File: src/rtl/vga_pkg.sv
// Shared types and constants for the VGA controller: pattern modes and the colour-bar table.
package vga_pkg;

  typedef enum logic [1:0] {
    MODE_BLACK  = 2'd0,
    MODE_GRID   = 2'd1,
    MODE_BARS   = 2'd2,
    MODE_STREAM = 2'd3
  } mode_e;

  // Entry 0 is the leftmost bar.
  localparam logic [7:0][23:0] BAR_COLORS = {
    24'h000000, 24'h0000FF, 24'hFF0000, 24'hFF00FF,
    24'h00FF00, 24'h00FFFF, 24'hFFFF00, 24'hFFFFFF
  };

endpackage

File: src/rtl/video_if.sv
// Parallel RGB video bundle with syncs and blank; the master drives all signals.
interface video_if;
  logic        CLK;
  logic [23:0] RGB;
  logic        HS;
  logic        VS;
  logic        BLANK;

  modport master (output CLK, RGB, HS, VS, BLANK);
  modport slave  (input  CLK, RGB, HS, VS, BLANK);
endinterface

File: src/rtl/vga_timing.sv
// Pixel/line counters with combinational active and sync decode; zero latency from counter state.
// Free-running, no backpressure.
module vga_timing #(
  parameter int HDISP  = 800,
  parameter int VDISP  = 480,
  parameter int HFP    = 40,
  parameter int HPULSE = 48,
  parameter int HBP    = 40,
  parameter int VFP    = 13,
  parameter int VPULSE = 3,
  parameter int VBP    = 29,
  parameter bit HS_POL = 1'b0,
  parameter bit VS_POL = 1'b0,
  localparam int HTOT  = HFP + HPULSE + HBP + HDISP,
  localparam int VTOT  = VFP + VPULSE + VBP + VDISP,
  localparam int HW    = $clog2(HTOT),
  localparam int VW    = $clog2(VTOT)
) (
  input  logic          clk_i,
  input  logic          rst_i,
  output logic [HW-1:0] pixel_cpt_o,
  output logic [VW-1:0] line_cpt_o,
  output logic          active_o,
  output logic          hs_o,
  output logic          vs_o
);

  localparam logic [HW-1:0] HLAST  = HW'(HTOT - 1);
  localparam logic [HW-1:0] HSTART = HW'(HTOT - HDISP);
  localparam logic [HW-1:0] HS_BEG = HW'(HFP);
  localparam logic [HW-1:0] HS_END = HW'(HFP + HPULSE);
  localparam logic [VW-1:0] VLAST  = VW'(VTOT - 1);
  localparam logic [VW-1:0] VSTART = VW'(VTOT - VDISP);
  localparam logic [VW-1:0] VS_BEG = VW'(VFP);
  localparam logic [VW-1:0] VS_END = VW'(VFP + VPULSE);

  logic [HW-1:0] pixel_q, pixel_d;
  logic [VW-1:0] line_q, line_d;

  always_comb begin
    pixel_d = pixel_q + 1'b1;
    line_d  = line_q;
    if (pixel_q == HLAST) begin
      pixel_d = '0;
      line_d  = (line_q == VLAST) ? '0 : line_q + 1'b1;
    end
  end

  always_ff @(posedge clk_i) begin
    if (rst_i) begin
      pixel_q <= '0;
      line_q  <= '0;
    end else begin
      pixel_q <= pixel_d;
      line_q  <= line_d;
    end
  end

  assign pixel_cpt_o = pixel_q;
  assign line_cpt_o  = line_q;
  assign active_o    = (pixel_q >= HSTART) && (line_q >= VSTART);
  assign hs_o        = (pixel_q >= HS_BEG && pixel_q < HS_END) ? HS_POL : ~HS_POL;
  assign vs_o        = (line_q >= VS_BEG && line_q < VS_END) ? VS_POL : ~VS_POL;

endmodule

File: src/rtl/vga_ctrl.sv
// VGA controller: test patterns or a pixel stream onto registered video outputs, 1 cycle after the counters.
// Stream source is pulled with pix_ready during active video; a missing pixel is painted black and flagged.
module vga_ctrl
  import vga_pkg::*;
#(
  parameter int HDISP  = 800,
  parameter int VDISP  = 480,
  parameter int HFP    = 40,
  parameter int HPULSE = 48,
  parameter int HBP    = 40,
  parameter int VFP    = 13,
  parameter int VPULSE = 3,
  parameter int VBP    = 29,
  parameter bit HS_POL = 1'b0,
  parameter bit VS_POL = 1'b0
) (
  input  logic        pixel_clk,
  input  logic        pixel_rst,
  input  logic [1:0]  mode,
  input  logic [23:0] pix_data,
  input  logic        pix_valid,
  output logic        pix_ready,
  output logic        sof,
  output logic        underflow,
  input  logic        underflow_clr,
  video_if.master     video_ifm
);

  localparam int HTOT = HFP + HPULSE + HBP + HDISP;
  localparam int VTOT = VFP + VPULSE + VBP + VDISP;
  localparam int HW   = $clog2(HTOT);
  localparam int VW   = $clog2(VTOT);
  localparam logic [HW-1:0] HSTART   = HW'(HTOT - HDISP);
  localparam logic [HW-1:0] HPRE     = HW'(HTOT - HDISP - 1);
  localparam logic [HW-1:0] BAR_LAST = HW'(HDISP / 8 - 1);
  localparam logic [VW-1:0] VSTART   = VW'(VTOT - VDISP);

  if (HDISP % 8 != 0) begin : g_hdisp_chk
    $error("vga_ctrl: HDISP must be a multiple of 8");
  end

  logic [HW-1:0] pixel_cpt;
  logic [VW-1:0] line_cpt;
  logic          active, hs, vs, frame_start, stream_miss;
  logic [3:0]    hx4, vy4;
  mode_e         mode_q, mode_d;
  logic [HW-1:0] bar_px_q, bar_px_d;
  logic [2:0]    bar_idx_q, bar_idx_d;
  logic [23:0]   rgb_q, rgb_d;
  logic          hs_q, vs_q, blank_q, sof_q, underflow_q, underflow_d;

  vga_timing #(
    .HDISP(HDISP), .VDISP(VDISP), .HFP(HFP), .HPULSE(HPULSE), .HBP(HBP),
    .VFP(VFP), .VPULSE(VPULSE), .VBP(VBP), .HS_POL(HS_POL), .VS_POL(VS_POL)
  ) u_timing (
    .clk_i       (pixel_clk),
    .rst_i       (pixel_rst),
    .pixel_cpt_o (pixel_cpt),
    .line_cpt_o  (line_cpt),
    .active_o    (active),
    .hs_o        (hs),
    .vs_o        (vs)
  );

  assign frame_start = (pixel_cpt == '0) && (line_cpt == '0);
  // Only the low nibble of the offset matters for the 16-pixel grid.
  assign hx4         = pixel_cpt[3:0] - HSTART[3:0];
  assign vy4         = line_cpt[3:0] - VSTART[3:0];
  assign pix_ready   = !pixel_rst && (mode_q == MODE_STREAM) && active;
  assign stream_miss = (mode_q == MODE_STREAM) && active && !pix_valid;

  always_comb begin
    mode_d = mode_q;
    if (frame_start) mode_d = mode_e'(mode);

    // Bar position is tracked per pixel and restarted just before each line's active region.
    bar_px_d  = bar_px_q;
    bar_idx_d = bar_idx_q;
    if (pixel_cpt == HPRE) begin
      bar_px_d  = '0;
      bar_idx_d = '0;
    end else if (pixel_cpt >= HSTART) begin
      if (bar_px_q == BAR_LAST) begin
        bar_px_d  = '0;
        bar_idx_d = bar_idx_q + 1'b1;
      end else begin
        bar_px_d = bar_px_q + 1'b1;
      end
    end

    rgb_d = '0;
    if (active) begin
      case (mode_q)
        MODE_GRID:   rgb_d = (hx4 == 4'd0 || vy4 == 4'd0) ? 24'hFFFFFF : 24'h000000;
        MODE_BARS:   rgb_d = BAR_COLORS[bar_idx_q];
        MODE_STREAM: rgb_d = pix_valid ? pix_data : 24'h000000;
        default:     rgb_d = '0;
      endcase
    end

    underflow_d = underflow_q;
    if (underflow_clr) underflow_d = 1'b0;
    if (stream_miss)   underflow_d = 1'b1;
  end

  always_ff @(posedge pixel_clk) begin
    if (pixel_rst) begin
      mode_q      <= MODE_BLACK;
      bar_px_q    <= '0;
      bar_idx_q   <= '0;
      rgb_q       <= '0;
      hs_q        <= ~HS_POL;
      vs_q        <= ~VS_POL;
      blank_q     <= 1'b0;
      sof_q       <= 1'b0;
      underflow_q <= 1'b0;
    end else begin
      mode_q      <= mode_d;
      bar_px_q    <= bar_px_d;
      bar_idx_q   <= bar_idx_d;
      rgb_q       <= rgb_d;
      hs_q        <= hs;
      vs_q        <= vs;
      blank_q     <= active;
      sof_q       <= frame_start;
      underflow_q <= underflow_d;
    end
  end

  assign video_ifm.CLK   = pixel_clk;
  assign video_ifm.RGB   = rgb_q;
  assign video_ifm.HS    = hs_q;
  assign video_ifm.VS    = vs_q;
  assign video_ifm.BLANK = blank_q;
  assign sof             = sof_q;
  assign underflow       = underflow_q;

endmodule
File: src/flat_wrapper.sv
// flat-port wrapper written by rule: the top's interface ports become plain ports
module vga_ctrl_flat import vga_pkg::*;
#(
  parameter int HDISP  = 800,
  parameter int VDISP  = 480,
  parameter int HFP    = 40,
  parameter int HPULSE = 48,
  parameter int HBP    = 40,
  parameter int VFP    = 13,
  parameter int VPULSE = 3,
  parameter int VBP    = 29,
  parameter bit HS_POL = 1'b0,
  parameter bit VS_POL = 1'b0
)
  (pixel_clk, pixel_rst, mode, pix_data, pix_valid, pix_ready, sof, underflow, underflow_clr, video_ifm_CLK, video_ifm_RGB, video_ifm_HS, video_ifm_VS, video_ifm_BLANK);
  video_if video_ifm_i ();
  input  logic pixel_clk;
  input  logic pixel_rst;
  input  logic [1:0] mode;
  input  logic [23:0] pix_data;
  input  logic pix_valid;
  output logic pix_ready;
  output logic sof;
  output logic underflow;
  input  logic underflow_clr;
  output wire logic [$bits(video_ifm_i.CLK)-1:0] video_ifm_CLK;
  output wire logic [$bits(video_ifm_i.RGB)-1:0] video_ifm_RGB;
  output wire logic [$bits(video_ifm_i.HS)-1:0] video_ifm_HS;
  output wire logic [$bits(video_ifm_i.VS)-1:0] video_ifm_VS;
  output wire logic [$bits(video_ifm_i.BLANK)-1:0] video_ifm_BLANK;
  assign video_ifm_CLK = video_ifm_i.CLK;
  assign video_ifm_RGB = video_ifm_i.RGB;
  assign video_ifm_HS = video_ifm_i.HS;
  assign video_ifm_VS = video_ifm_i.VS;
  assign video_ifm_BLANK = video_ifm_i.BLANK;
  vga_ctrl #(.HDISP(HDISP), .VDISP(VDISP), .HFP(HFP), .HPULSE(HPULSE), .HBP(HBP), .VFP(VFP), .VPULSE(VPULSE), .VBP(VBP), .HS_POL(HS_POL), .VS_POL(VS_POL)) u_core (.pixel_clk(pixel_clk), .pixel_rst(pixel_rst), .mode(mode), .pix_data(pix_data), .pix_valid(pix_valid), .pix_ready(pix_ready), .sof(sof), .underflow(underflow), .underflow_clr(underflow_clr), .video_ifm(video_ifm_i));
endmodule
File: config.mk
export PLATFORM = sky130hd
export DESIGN_NAME = vga_ctrl_flat
export DESIGN_NICKNAME = d
export VERILOG_FILES = /design/src/rtl/vga_pkg.sv /design/src/rtl/video_if.sv /design/src/rtl/vga_timing.sv /design/src/rtl/vga_ctrl.sv /design/src/flat_wrapper.sv
export SDC_FILE = /design/constraint.sdc
export NUM_CORES = 1
export LEC_CHECK = 0
export ABC_CLOCK_PERIOD_IN_PS = 2150
export BUFFER_PORTS_ARGS = -buffer_cell sky130_fd_sc_hd__buf_2
export CAP_MARGIN = 20
export CORE_MARGIN = 2
export CORE_UTILIZATION = 54
export CTS_CLUSTER_DIAMETER = 80
export CTS_CLUSTER_SIZE = 30
export DETAILED_ROUTE_END_ITERATION = 12
export GPL_TIMING_DRIVEN = 0
export PLACE_DENSITY = 0.81
export RECOVER_POWER = 100
export SLEW_MARGIN = 10
export SYNTH_ARGS = -nofsm -noshare
export SYNTH_HDL_FRONTEND = slang
export SYNTH_HIERARCHICAL = 1
export SYNTH_SLANG_ARGS = --single-unit
File: constraint.sdc
create_clock -name pixel_clk -period 2.15 [get_ports pixel_clk]
set_input_delay 0.5375 -clock pixel_clk [delete_from_list [all_inputs] [get_ports pixel_clk]]
set_output_delay 0.5375 -clock pixel_clk [all_outputs]
set_load 0.005 [all_outputs]
# After elaboration in Yosys (flattened, before gate mapping)
# Memories as Yosys holds them, arrays and structs flattened. A register that Yosys moved wholly into a read port is not among the register bits.
# Cells that the tools add are included.
[word_totals]
out_inout_bits = 31
in_bits = 30
elab_cells = 64
regBits = 64
romBits = 192
memories = 1
[memory_table]
columns = ["memory", "depth", "width", "read_ports", "rd_clocked_by_memory_dff", "wr", "line", "source"]
rows = [
  ["(no name shown)", 8, 24, 1, 1, 0, "vga_ctrl.sv:95", "MODE_BARS: rgb_d = BAR_COLORS[bar_idx_q];"],
]
[op_classes]
eq_ne = 7
n_bitwise = 1
n_lt_le_gt_ge = 7
mux = 12
n_addsub = 5
reduce_logical = 20
[op_table]
columns = ["op", "count"]
rows = [
  ["2-to-1 mux 24 bit", 3],
  ["one-hot mux 24 bit (3 select lines)", 1],
  ["adder 10 x 1 -> 10 bit, second input constant", 3],
  ["== test 10 bit, second input constant", 2],
  ["== test 10 x 7 -> 1 bit, second input constant", 2],
  [">= comparator 10 x 6 -> 1 bit, second input constant", 2],
  ["logical NOT 10 bit", 2],
  ["2-to-1 mux 10 bit", 2],
  [">= comparator 10 x 4 -> 1 bit, second input constant", 1],
  [">= comparator 10 x 8 -> 1 bit, second input constant", 1],
  ["less-than comparator 10 x 5 -> 1 bit, second input constant", 1],
  ["less-than comparator 10 x 7 -> 1 bit, second input constant", 1],
  ["logical AND 1 bit", 8],
  ["logical NOT 4 bit", 2],
  ["2-to-1 mux 3 bit", 2],
  ["OR reduction 2 bit", 3],
  ["== test 2 bit, second input constant", 2],
  ["less-than comparator 3 x 4 -> 1 bit, second input constant", 1],
  ["2-to-1 mux 1 bit", 4],
  ["subtractor 4 bit, second input constant", 1],
  ["adder 3 x 1 -> 3 bit, second input constant", 1],
  ["== test 2 x 1 -> 1 bit, second input constant", 1],
  ["logical NOT 1 bit", 2],
  ["AND reduction 2 bit", 1],
  ["other kinds (3)", 3],
]

# Depth between registers and ports, before layout
[logic_depth]
depth_word = 5
depth_mapped = 10
depth_no_buf = 9

# Hierarchy
# Netlist, hierarchy kept.
[by_module_without_submodules]
columns = ["mod", "cells_per_inst", "area_per_inst_um2", "instances", "seq_area_each_um2"]
rows = [
  ["vga_ctrl", 192, 1784.2, 1, 940.9],
  ["vga_timing", 126, 1062.3, 1, 400.4],
]

==> results_dict.tcl <==
set metrics [dict create \
    status "finished with violations" \
    violations "negative setup slack" \
    drc 0 \
    synthesis.area_mm2 0.00285 \
    holdPathStages 3 \
    drtIter0Drc 220 \
    avgSynthCellArea_um2 8.95 \
    drt-pass1-iter-count 4 \
    arrival_ns 1.93 \
    globalplace.congestion 0.823 \
    grt_antenna_before_repair 0 \
    num_io_pins 61 \
    worst_slew_margin_rel_pct 53.4 \
    yosysWarnings 6 \
    setup_viol 7 \
    vias 2520 \
    cts_tree "built" \
    whs_endpoint "u_core/video_ifm.RGB[22]" \
    critPathMaxFanout 7 \
    fill_cells 377 \
    place_area_mm2 0.00323 \
    multi_input_area_mm2 0.00147 \
    hold_ws_ns 0.321 \
    fin_nets 438 \
    grt_max_degree 13 \
    grt_overflow_total 0 \
    port_buffers 60 \
    finalMaxSlewViolations 0 \
    fin_util_pct 70.8 \
    insertion_delay_ns 0.45 \
    min_path_type "in -> reg" \
    critPathCaptureType "primary output" \
    r2r_slack_ns -0.14 \
    hpwl_um 4110 \
    setup_ws_ns -0.314 \
    ys_seq_area_share_pct 47.1 \
    wl_um 6500 \
    cellLeakagePower_uw 0.00142 \
    regArea_mm2 0.00135 \
    r2r_cells 6 \
    cp-start-kind "flop" \
    ys_types 42 \
    clock.fmax_mhz 406 \
    grt_pass1_wl_um 10600 \
    vias_per_cell 5.29 \
    synth_edf_count 0 \
    grtUsageTotal_pct 22.8 \
    dieArea_mm2 0.00587 \
    antenna_left 0 \
    drv_cap 0 \
    fin_tns_setup_ns -0.491 \
    power_uw 2620 \
    grt_pass1_vias 2310 \
    die_y_um 76.6 \
    drive_above_1_share_pct 30.0 \
    layout_commonest_cell "dfxtp_1" \
    hold_viol 0 \
    clkTransAtPathRegs_ns 0.08 \
    async_flop_share_pct 0 \
    num_rows 26 \
    power_density_mw_per_mm2 725 \
    die_width_um 76.6 \
    synth_nets 355 \
    areaGrowthSynthToFinish_pct 27.1 \
    crit_type "reg -> out" \
    syn-instance-count 318 \
    fin_crit_ns 2.46 \
    start_util_pct 55.7 \
    wl_per_cell_um 13.7 \
    fin_area_mm2 0.00362 \
    yosys_register_bits 67 \
    min_period_over_period_pct 115 \
    diodes 0 \
    core_area_mm2 0.00511 \
    layout_common_cells "dfxtp_1, buf_2, nand2_1" \
    r2r-end "u_core/u_timing/line_cpt_o[9]" \
    irDropWorstVdd_mv 0.362 \
    worst_r2r_startpoint "u_core/u_timing/pixel_cpt_o[0]" \
    worst_clock_skew_ns 0.00831 \
    worst_pin_slew_ns 0.694 \
    min_from "pix_data[22]" \
    rsz0062_at_grt "yes" \
    ys.flop_type "dfxtp_1" \
    required_ns 1.61 \
]
==> how the worst max path moves through the flow <==
stage	start	to
after floorplan	u_core/u_timing/line_cpt_o[0]	pix_ready
after global placement	u_core/u_timing/line_cpt_o[0]	pix_ready
after detailed placement	u_core/u_timing/line_cpt_o[0]	pix_ready
after CTS	u_core/u_timing/line_cpt_o[0]	pix_ready
after global routing	u_core/u_timing/line_cpt_o[1]	pix_ready
final	u_core/u_timing/line_cpt_o[5]	pix_ready
==> per-layer routing <==
metal | part of all wire (%) | global-route usage (%) | wire (um) | vias up
li1 | - | - | - | 1269
met1 | 45 | 28.9 | 2920 | 1151
met2 | 47 | 36.1 | 3080 | 93
met3 | 6.6 | 7.23 | 432 | 7
met4 | 0.94 | 8.73 | 61 | 0
met5 | 0 | 0 | 0 | -
==> cells in the mapped netlist (2+ instances only) <==
cell type / count / area share, %
and3_1: 6 / 1.3
nand4_1: 8 / 1.8
xnor2_1: 13 / 4.0
nand2b_1: 9 / 2.0
nand3_1: 11 / 1.9
clkbuf_1: 8 / 1.1
nand4b_1: 2 / 0.62
or2_2: 2 / 0.44
o21ai_0: 4 / 0.70
or3_1: 2 / 0.44
mux2i_1: 4 / 1.4
xor2_1: 11 / 3.4
nor4_1: 11 / 2.4
ha_1: 7 / 3.1
inv_1: 8 / 1.1
a21oi_1: 33 / 5.8
o41ai_1: 2 / 0.62
dfxtp_1: 67 / 47
nand2_1: 39 / 5.1
nor2_1: 31 / 4.1
and4_1: 3 / 0.92
buf_2: 3 / 0.53
nor2b_1: 3 / 0.66
o21a_1: 2 / 0.53
a21oi_2: 4 / 1.2
nor3_1: 9 / 1.6
==> worst max-delay path: stages (launching register included) <==
cell and delay, ns:
dfxtp_1 0.34, clkbuf_1 0.37, o21ai_2 0.13, a21oi_2 0.18, nor2b_4 0.17, and3_4 0.19, buf_6 0.09
==> timing repair <==
item,in CTS,in global routing
resized for setup,19,13
buffers inserted,9,0
pin swaps,4,3
hold buffers,0,0
setup endpoints to repair,29,22
==> flip-flops by register name, summed over array words and instances (netlist names), named ones only <==
register and count:
u_core/video_ifm.RGB 24, u_core/bar_px_q 10, u_core/u_timing/line_cpt_o 10, u_core/u_timing/pixel_cpt_o 10
u_core/bar_idx_q 3, u_core/mode_q 2, u_core/sof 1, u_core/underflow 1
u_core/video_ifm.BLANK 1, u_core/video_ifm.HS 1, u_core/video_ifm.VS 1
==> final cells by class <==
type,instances,area share [%]
multi-input combinational,230,40.7
sequential,67,37.3
timing repair buffer,68,10.1
clock buffer,14,5.08
tap,70,2.42
clock inverter,6,1.80
buffer,13,1.66
inverter,8,0.899
==> where the power goes <==
group / internal, uW / switching [uW]
sequential: 1250 / 14.0
combinational: 54.9 / 69.9
clock: 716 / 519
total: 2020 / 603
==> stage by stage <==
stage,instances,setup WS [ns]
3_5_place_dp,448,-0.140
6_report,476,-0.314
3_3_place_gp,448,-0.127
5_1_grt,476,-0.406
4_1_cts,476,-0.250
2_1_floorplan,318,0.166
==> kinds of logic (layout without fill, tap and decap cells) <==
logic type / count (synthesis) / in the layout / share of synthesized area, %
xor+xnor: 24 / 24 / 7.38
mux: 4 / 4 / 1.41
fa+ha+maj: 7 / 7 / 3.08
compound gates: 50 / 50 / 10.2
buf+inv: 21 / 109 / 3.08
flops: 67 / 67 / 47.1
simple gates: 145 / 145 / 27.7
Power figures use the tool's default switching activity.
